$ cat src/rtl/quaternion_integrator.sv
// Attitude propagator: q <- q + 1/2 * q (x) (0,w) * dt using one time-shared multiplier,
// handing the unnormalized quaternion downstream and reloading from the renorm return path.
module quaternion_integrator #(
   parameter int unsigned DT_SHIFT = 8,
   parameter int unsigned ACC_W    = 36
) (
   input  logic                    clk,
   input  logic                    rst_n,
   input  logic                    in_valid,
   output logic                    in_ready,
   input  logic signed [15:0]      gx_in,
   input  logic signed [15:0]      gy_in,
   input  logic signed [15:0]      gz_in,
   input  logic                    renorm_valid,
   output logic                    renorm_ready,
   input  logic signed [15:0]      renorm_w,
   input  logic signed [15:0]      renorm_x,
   input  logic signed [15:0]      renorm_y,
   input  logic signed [15:0]      renorm_z,
   output logic                    out_valid,
   input  logic                    out_ready,
   output logic signed [15:0]      w_out,
   output logic signed [15:0]      x_out,
   output logic signed [15:0]      y_out,
   output logic signed [15:0]      z_out,
   output logic                    sat_flag
);

   localparam int unsigned DW = 16;
   localparam int unsigned PW = 2 * DW;
   localparam int unsigned IW = 4;
   localparam int unsigned SH = 12 + 1 + DT_SHIFT;

   localparam logic [IW-1:0]           LAST_IDX = IW'(11);
   localparam logic signed [DW-1:0]    Q_MAX    = DW'(32767);
   localparam logic signed [DW-1:0]    Q_MIN    = DW'(-32768);
   localparam logic signed [ACC_W-1:0] HALF     = ACC_W'(1) << (SH - 1);
   localparam logic signed [ACC_W-1:0] SUM_MAX  = ACC_W'(32767);
   localparam logic signed [ACC_W-1:0] SUM_MIN  = ACC_W'(-32768);

   typedef enum logic [1:0] {
      IDLE   = 2'd0,
      MAC    = 2'd1,
      UPDATE = 2'd2,
      OUT    = 2'd3
   } state_e;

   state_e                  state_q, state_d;
   logic [IW-1:0]           idx_q, idx_d;
   logic signed [DW-1:0]    w_q, w_d, x_q, x_d, y_q, y_d, z_q, z_d;
   logic signed [DW-1:0]    gx_q, gx_d, gy_q, gy_d, gz_q, gz_d;
   logic signed [ACC_W-1:0] acc_q [4];
   logic signed [ACC_W-1:0] acc_d [4];
   logic                    out_valid_q, out_valid_d;
   logic                    sat_q, sat_d;

   logic signed [DW-1:0]    op_a, op_b;
   logic                    op_neg;
   logic [1:0]              op_sel;
   logic signed [PW-1:0]    prod;
   logic signed [ACC_W-1:0] prod_ext, term;
   logic [DW:0]             upd_w, upd_x, upd_y, upd_z;

   // Round-half-up scaled increment added to one component, saturated to Q1.15; MSB flags saturation.
   function automatic logic [DW:0] upd(input logic signed [DW-1:0]    q,
                                       input logic signed [ACC_W-1:0] acc);
      logic signed [ACC_W-1:0] delta;
      logic signed [ACC_W-1:0] sum;
      delta = (acc + HALF) >>> SH;
      sum   = delta + ACC_W'(q);
      if (sum > SUM_MAX)      upd = {1'b1, Q_MAX};
      else if (sum < SUM_MIN) upd = {1'b1, Q_MIN};
      else                    upd = {1'b0, sum[DW-1:0]};
   endfunction

   assign in_ready     = (state_q == IDLE) && !renorm_valid;
   assign renorm_ready = (state_q == IDLE);
   assign out_valid    = out_valid_q;
   assign sat_flag     = sat_q;
   assign w_out        = w_q;
   assign x_out        = x_q;
   assign y_out        = y_q;
   assign z_out        = z_q;

   // Term schedule of q (x) (0,w): operands, sign and destination accumulator per MAC index.
   always_comb begin
      op_a   = '0;
      op_b   = '0;
      op_neg = 1'b0;
      op_sel = 2'd0;
      case (idx_q)
         4'd0:  begin op_a = x_q; op_b = gx_q; op_neg = 1'b1; op_sel = 2'd0; end
         4'd1:  begin op_a = y_q; op_b = gy_q; op_neg = 1'b1; op_sel = 2'd0; end
         4'd2:  begin op_a = z_q; op_b = gz_q; op_neg = 1'b1; op_sel = 2'd0; end
         4'd3:  begin op_a = w_q; op_b = gx_q; op_neg = 1'b0; op_sel = 2'd1; end
         4'd4:  begin op_a = y_q; op_b = gz_q; op_neg = 1'b0; op_sel = 2'd1; end
         4'd5:  begin op_a = z_q; op_b = gy_q; op_neg = 1'b1; op_sel = 2'd1; end
         4'd6:  begin op_a = w_q; op_b = gy_q; op_neg = 1'b0; op_sel = 2'd2; end
         4'd7:  begin op_a = x_q; op_b = gz_q; op_neg = 1'b1; op_sel = 2'd2; end
         4'd8:  begin op_a = z_q; op_b = gx_q; op_neg = 1'b0; op_sel = 2'd2; end
         4'd9:  begin op_a = w_q; op_b = gz_q; op_neg = 1'b0; op_sel = 2'd3; end
         4'd10: begin op_a = x_q; op_b = gy_q; op_neg = 1'b0; op_sel = 2'd3; end
         4'd11: begin op_a = y_q; op_b = gx_q; op_neg = 1'b1; op_sel = 2'd3; end
         default: ;
      endcase
   end

   assign prod     = op_a * op_b;
   assign prod_ext = $signed({{(ACC_W - PW){prod[PW-1]}}, prod});
   assign term     = op_neg ? -prod_ext : prod_ext;

   assign upd_w = upd(w_q, acc_q[0]);
   assign upd_x = upd(x_q, acc_q[1]);
   assign upd_y = upd(y_q, acc_q[2]);
   assign upd_z = upd(z_q, acc_q[3]);

   // Next-state and datapath update.
   always_comb begin
      state_d     = state_q;
      idx_d       = idx_q;
      w_d         = w_q;
      x_d         = x_q;
      y_d         = y_q;
      z_d         = z_q;
      gx_d        = gx_q;
      gy_d        = gy_q;
      gz_d        = gz_q;
      acc_d       = acc_q;
      out_valid_d = out_valid_q;
      sat_d       = sat_q;
      case (state_q)
         IDLE: begin
            if (renorm_valid) begin
               w_d = renorm_w;
               x_d = renorm_x;
               y_d = renorm_y;
               z_d = renorm_z;
            end else if (in_valid) begin
               gx_d    = gx_in;
               gy_d    = gy_in;
               gz_d    = gz_in;
               idx_d   = '0;
               state_d = MAC;
               for (int i = 0; i < 4; i++) acc_d[i] = '0;
            end
         end
         MAC: begin
            acc_d[op_sel] = acc_q[op_sel] + term;
            idx_d         = idx_q + IW'(1);
            if (idx_q == LAST_IDX) state_d = UPDATE;
         end
         UPDATE: begin
            w_d         = upd_w[DW-1:0];
            x_d         = upd_x[DW-1:0];
            y_d         = upd_y[DW-1:0];
            z_d         = upd_z[DW-1:0];
            sat_d       = upd_w[DW] | upd_x[DW] | upd_y[DW] | upd_z[DW];
            out_valid_d = 1'b1;
            state_d     = OUT;
         end
         OUT: begin
            if (out_ready) begin
               out_valid_d = 1'b0;
               state_d     = IDLE;
            end
         end
         default: state_d = IDLE;
      endcase
   end

   always_ff @(posedge clk or negedge rst_n) begin
      if (!rst_n) begin
         state_q     <= IDLE;
         idx_q       <= '0;
         w_q         <= Q_MAX;
         x_q         <= '0;
         y_q         <= '0;
         z_q         <= '0;
         gx_q        <= '0;
         gy_q        <= '0;
         gz_q        <= '0;
         for (int i = 0; i < 4; i++) acc_q[i] <= '0;
         out_valid_q <= 1'b0;
         sat_q       <= 1'b0;
      end else begin
         state_q     <= state_d;
         idx_q       <= idx_d;
         w_q         <= w_d;
         x_q         <= x_d;
         y_q         <= y_d;
         z_q         <= z_d;
         gx_q        <= gx_d;
         gy_q        <= gy_d;
         gz_q        <= gz_d;
         for (int i = 0; i < 4; i++) acc_q[i] <= acc_d[i];
         out_valid_q <= out_valid_d;
         sat_q       <= sat_d;
      end
   end

endmodule

$ cat config.mk
export PLATFORM = sky130hd
export DESIGN_NAME = quaternion_integrator
export DESIGN_NICKNAME = d
export VERILOG_FILES = /design/src/rtl/quaternion_integrator.sv
export SDC_FILE = /design/constraint.sdc
export NUM_CORES = 1
export LEC_CHECK = 0
export CORE_ASPECT_RATIO = 0.8
export CORE_MARGIN = 5
export CORE_UTILIZATION = 55
export CTS_CLUSTER_DIAMETER = 150
export DETAILED_ROUTE_END_ITERATION = 8
export GPL_TIMING_DRIVEN = 0
export PLACE_DENSITY = 0.81
export SETUP_SLACK_MARGIN = 0.02
export SLEW_MARGIN = 0
export SYNTH_ARGS = -nofsm -noshare
export SYNTH_HDL_FRONTEND = slang
export SYNTH_SLANG_ARGS = --single-unit
$ cat constraint.sdc
create_clock -name clk -period 11.2 [get_ports clk]
set_input_delay 1.68 -clock clk [delete_from_list [all_inputs] [get_ports clk]]
set_output_delay 1.68 -clock clk [all_outputs]
set_load 0.03 [all_outputs]
==> impl_metrics.ini <==
[die]
die_y_um = 216
dieArea_sq_um = 57700
core_area_sq_um = 52500
initial_core_util_pct = 55.5
fp.dieW_um = 267
num_rows = 75
boundaryPins = 185

[layout]
antenna_cells = 0
mostFrequentLayoutCell = inv_1
nets = 4170
drive_above_1_share_pct = 10.1
final_cell_mix = 379 x inv_1, 332 x nor2_1, 297 x nand2_1
fillers = 4222
post_layout_nonfiller_instances = 4307
finish.utilization_pct = 64.8
syn2layout_area_growth_pct = 16.7

[placement]
place.gp.congestion = 1.05
portBuffers = 184
dp.cells = 4232
dpl.hpwl_um = 80600

[yosys]
muxShareOfSynthArea_pct = 2.63
yosys.area_share.simple_pct = 15.8
synth_area_per_cell_sq_um = 8.68
yosysUniqueCellTypes = 99
ys_ff_latch = 264
synth_compound_area_share_pct = 19.3
synth_cells = 3353
synth_edf_count = 0
synth_nets = 3931
async_reset_ff_share_pct = 100
yosysSeqAreaShare_pct = 22.8
yosys_warnings = 0
synthXorXnorAreaFrac_pct = 5.57
synthFlopType = dfrtp_1
synth_top_family_by_area = adder cells
yosys.area_share.adder_pct = 26.9
netlist_area_sq_um = 29100

[clock_network]
clk_latency_ns = 0.60
cts-htree-levels = 1
cts_hold_buf = 0
cts_root_buf = clkbuf_16
cts_buffers = 29
clockBufferDepth = 3
cts_tree = built
cts_num_sinks = 264
path_clk_slew_ns = 0.07

[routing]
detail_route.wl_per_cell_um = 23.8
ant_nets = 0
first_pass_iters = 6
viasPerCell = 6.28
routed_wl_um = 103000
via_count = 27100
first_iter_violations = 3594
drc = 0

[critical_path]
startpoint_type = flop
slowest_delay_ns = 0.58
cp.arrival_ns = 11.56
required_ns = 11.68
crit_slowest_cell = fa_1
path_common_cell = fa_1
cp-end-kind = flop
path_max_fanout = 10
regToRegSetupSlack_ns = 0.12
path_class = reg -> reg

[timing]
fin_crit_sh_pct = 98.9
max_clock_freq_mhz = 90.3
tightestPinTransition_ns = 1.02
setup_tns_ns = 0
finalCriticalPeriod_ns = 11.08
hold_ws_ns = 0.495
final-hold-violation-count = 0
setup_viol = 0
clock_skew_ns = 0.0180
rsz0062_at_grt = yes
final_max_slew_viol_count = 0
slew_headroom_pct = 32.3

[global_routing]
grt_pass1_wl_um = 155000
grt_max_degree = 114
overflow = 0
antenna_found_initial = 1
grt_pass1_vias = 25700
track_usage_pct = 34.4

[worst_hold_path]
hold_path.class = reg -> reg

[flow_run]
max_cap_viol_count = 0

[outcome]
status = finished, final reports clean
## cell type report
class                   instances  area (sq um)  area share, %
clock buffers                  38           810           2.38
well taps                     693           867           2.55
inverters                     382          1430           4.22
repair buffers                230          2240           6.58
clock inverters                15           195          0.575
plain buffers                 139           662           1.95
multi-input cells            2546         21100           62.2
flip-flops and latches        264          6630           19.5
## Yosys cell counts (8+ instances only)
| cell | instances | area (sq um) |
|---|---|---|
| a22oi_1 | 39 | 293 |
| a21o_1 | 36 | 270 |
| inv_1 | 381 | 1430 |
| o211ai_1 | 28 | 210 |
| o31ai_1 | 10 | 75.1 |
| xnor2_1 | 128 | 1120 |
| a21oi_1 | 165 | 826 |
| or3_1 | 16 | 100 |
| a22o_1 | 117 | 1020 |
| nand2b_1 | 28 | 175 |
| a211oi_1 | 27 | 203 |
| o21a_1 | 20 | 150 |
| xor2_1 | 57 | 499 |
| nor2b_1 | 26 | 163 |
| o21ai_1 | 25 | 125 |
| and2_1 | 34 | 213 |
| o22ai_1 | 97 | 607 |
| or2_2 | 25 | 156 |
| nor2_1 | 337 | 1260 |
| mux2_2 | 51 | 574 |
| mux2i_1 | 19 | 190 |
| fa_1 | 267 | 5350 |
| ha_1 | 194 | 2430 |
| nand4_1 | 13 | 81.3 |
| a31oi_1 | 19 | 119 |
| nand2_1 | 307 | 1150 |
| dfrtp_1 | 249 | 6230 |
| buf_2 | 8 | 40.0 |
| o21ai_0 | 144 | 721 |
| nand3_1 | 84 | 420 |
| o21bai_1 | 9 | 67.6 |
| nor4_1 | 9 | 56.3 |
| and3_1 | 44 | 275 |
| dfstp_2 | 15 | 394 |
| buf_1 | 16 | 60.1 |
| a211o_1 | 10 | 87.6 |
| clkbuf_1 | 135 | 507 |
| nor3_1 | 27 | 135 |
| nand3b_1 | 9 | 67.6 |
## worst max-delay path, delay by kind of cell, from the launching register on
kind	cells	cell delay, ns
flip-flops	1	0.42
AND/OR/NAND/NOR	8	2.02
AO/OA/AOI/OAI	14	2.97
buffers and inverters	8	0.97
adder cells (fa/ha/maj)	9	4.05
XOR/XNOR	2	0.53
## sequential cells by signal, summed over array words and instances (netlist names)
register	cells
idx_q	4
acc_q	144
out_valid	1
w_out	16
z_out	16
sat_flag	1
gz_q	16
state_q	2
y_out	16
x_out	16
gx_q	16
gy_q	16
## per-layer routing
layer,wire [um],GRT usage [%],up-vias
met2,40300,46.4,1801
met3,16000,14.5,231
met4,3560,9.32,2
met5,12,0.422,-
li1,-,-,12000
met1,42900,51.0,13000
## final timing paths
check                           start  cells past startpoint    endpoint
max                          idx_q[1]                     41  acc_q[107]
min                        acc_q[122]                      2  acc_q[122]
max reg2reg                  idx_q[1]                     41  acc_q[107]
min reg2reg                acc_q[122]                      2  acc_q[122]
max in group asynchronous       rst_n                      2    gz_q[10]
min in group asynchronous       rst_n                      1    x_out[3]
## cell families (layout without fill, tap and decap cells)
group | count (synthesis) | count (layout)
XOR/XNOR | 185 | 185
multiplexers | 70 | 70
AND/OR/NAND/NOR | 993 | 993
AO/OA/AOI/OAI | 832 | 832
flip-flops | 264 | 264
adder cells (fa/ha/maj) | 466 | 466
buffers and inverters | 543 | 804
## through the flow
step	area [sq um]	worst slack [ns]
2_1_floorplan	29100	0.394
3_3_place_gp	31800	-3.06
3_5_place_dp	31900	-1.58
4_1_cts	33400	0.0297
5_1_grt	34000	-0.107
6_report	34000	0.122
## timing repair
action                                  CTS  global route
pin swaps                                 7            20
gates resized for setup                 134           101
cloned                                    1             0
endpoints found under the setup margin   63            34
setup buffers                            11            32
Power is not shown: default switching activity piles up to over one toggle a cycle in this logic, so the estimate is an artifact.
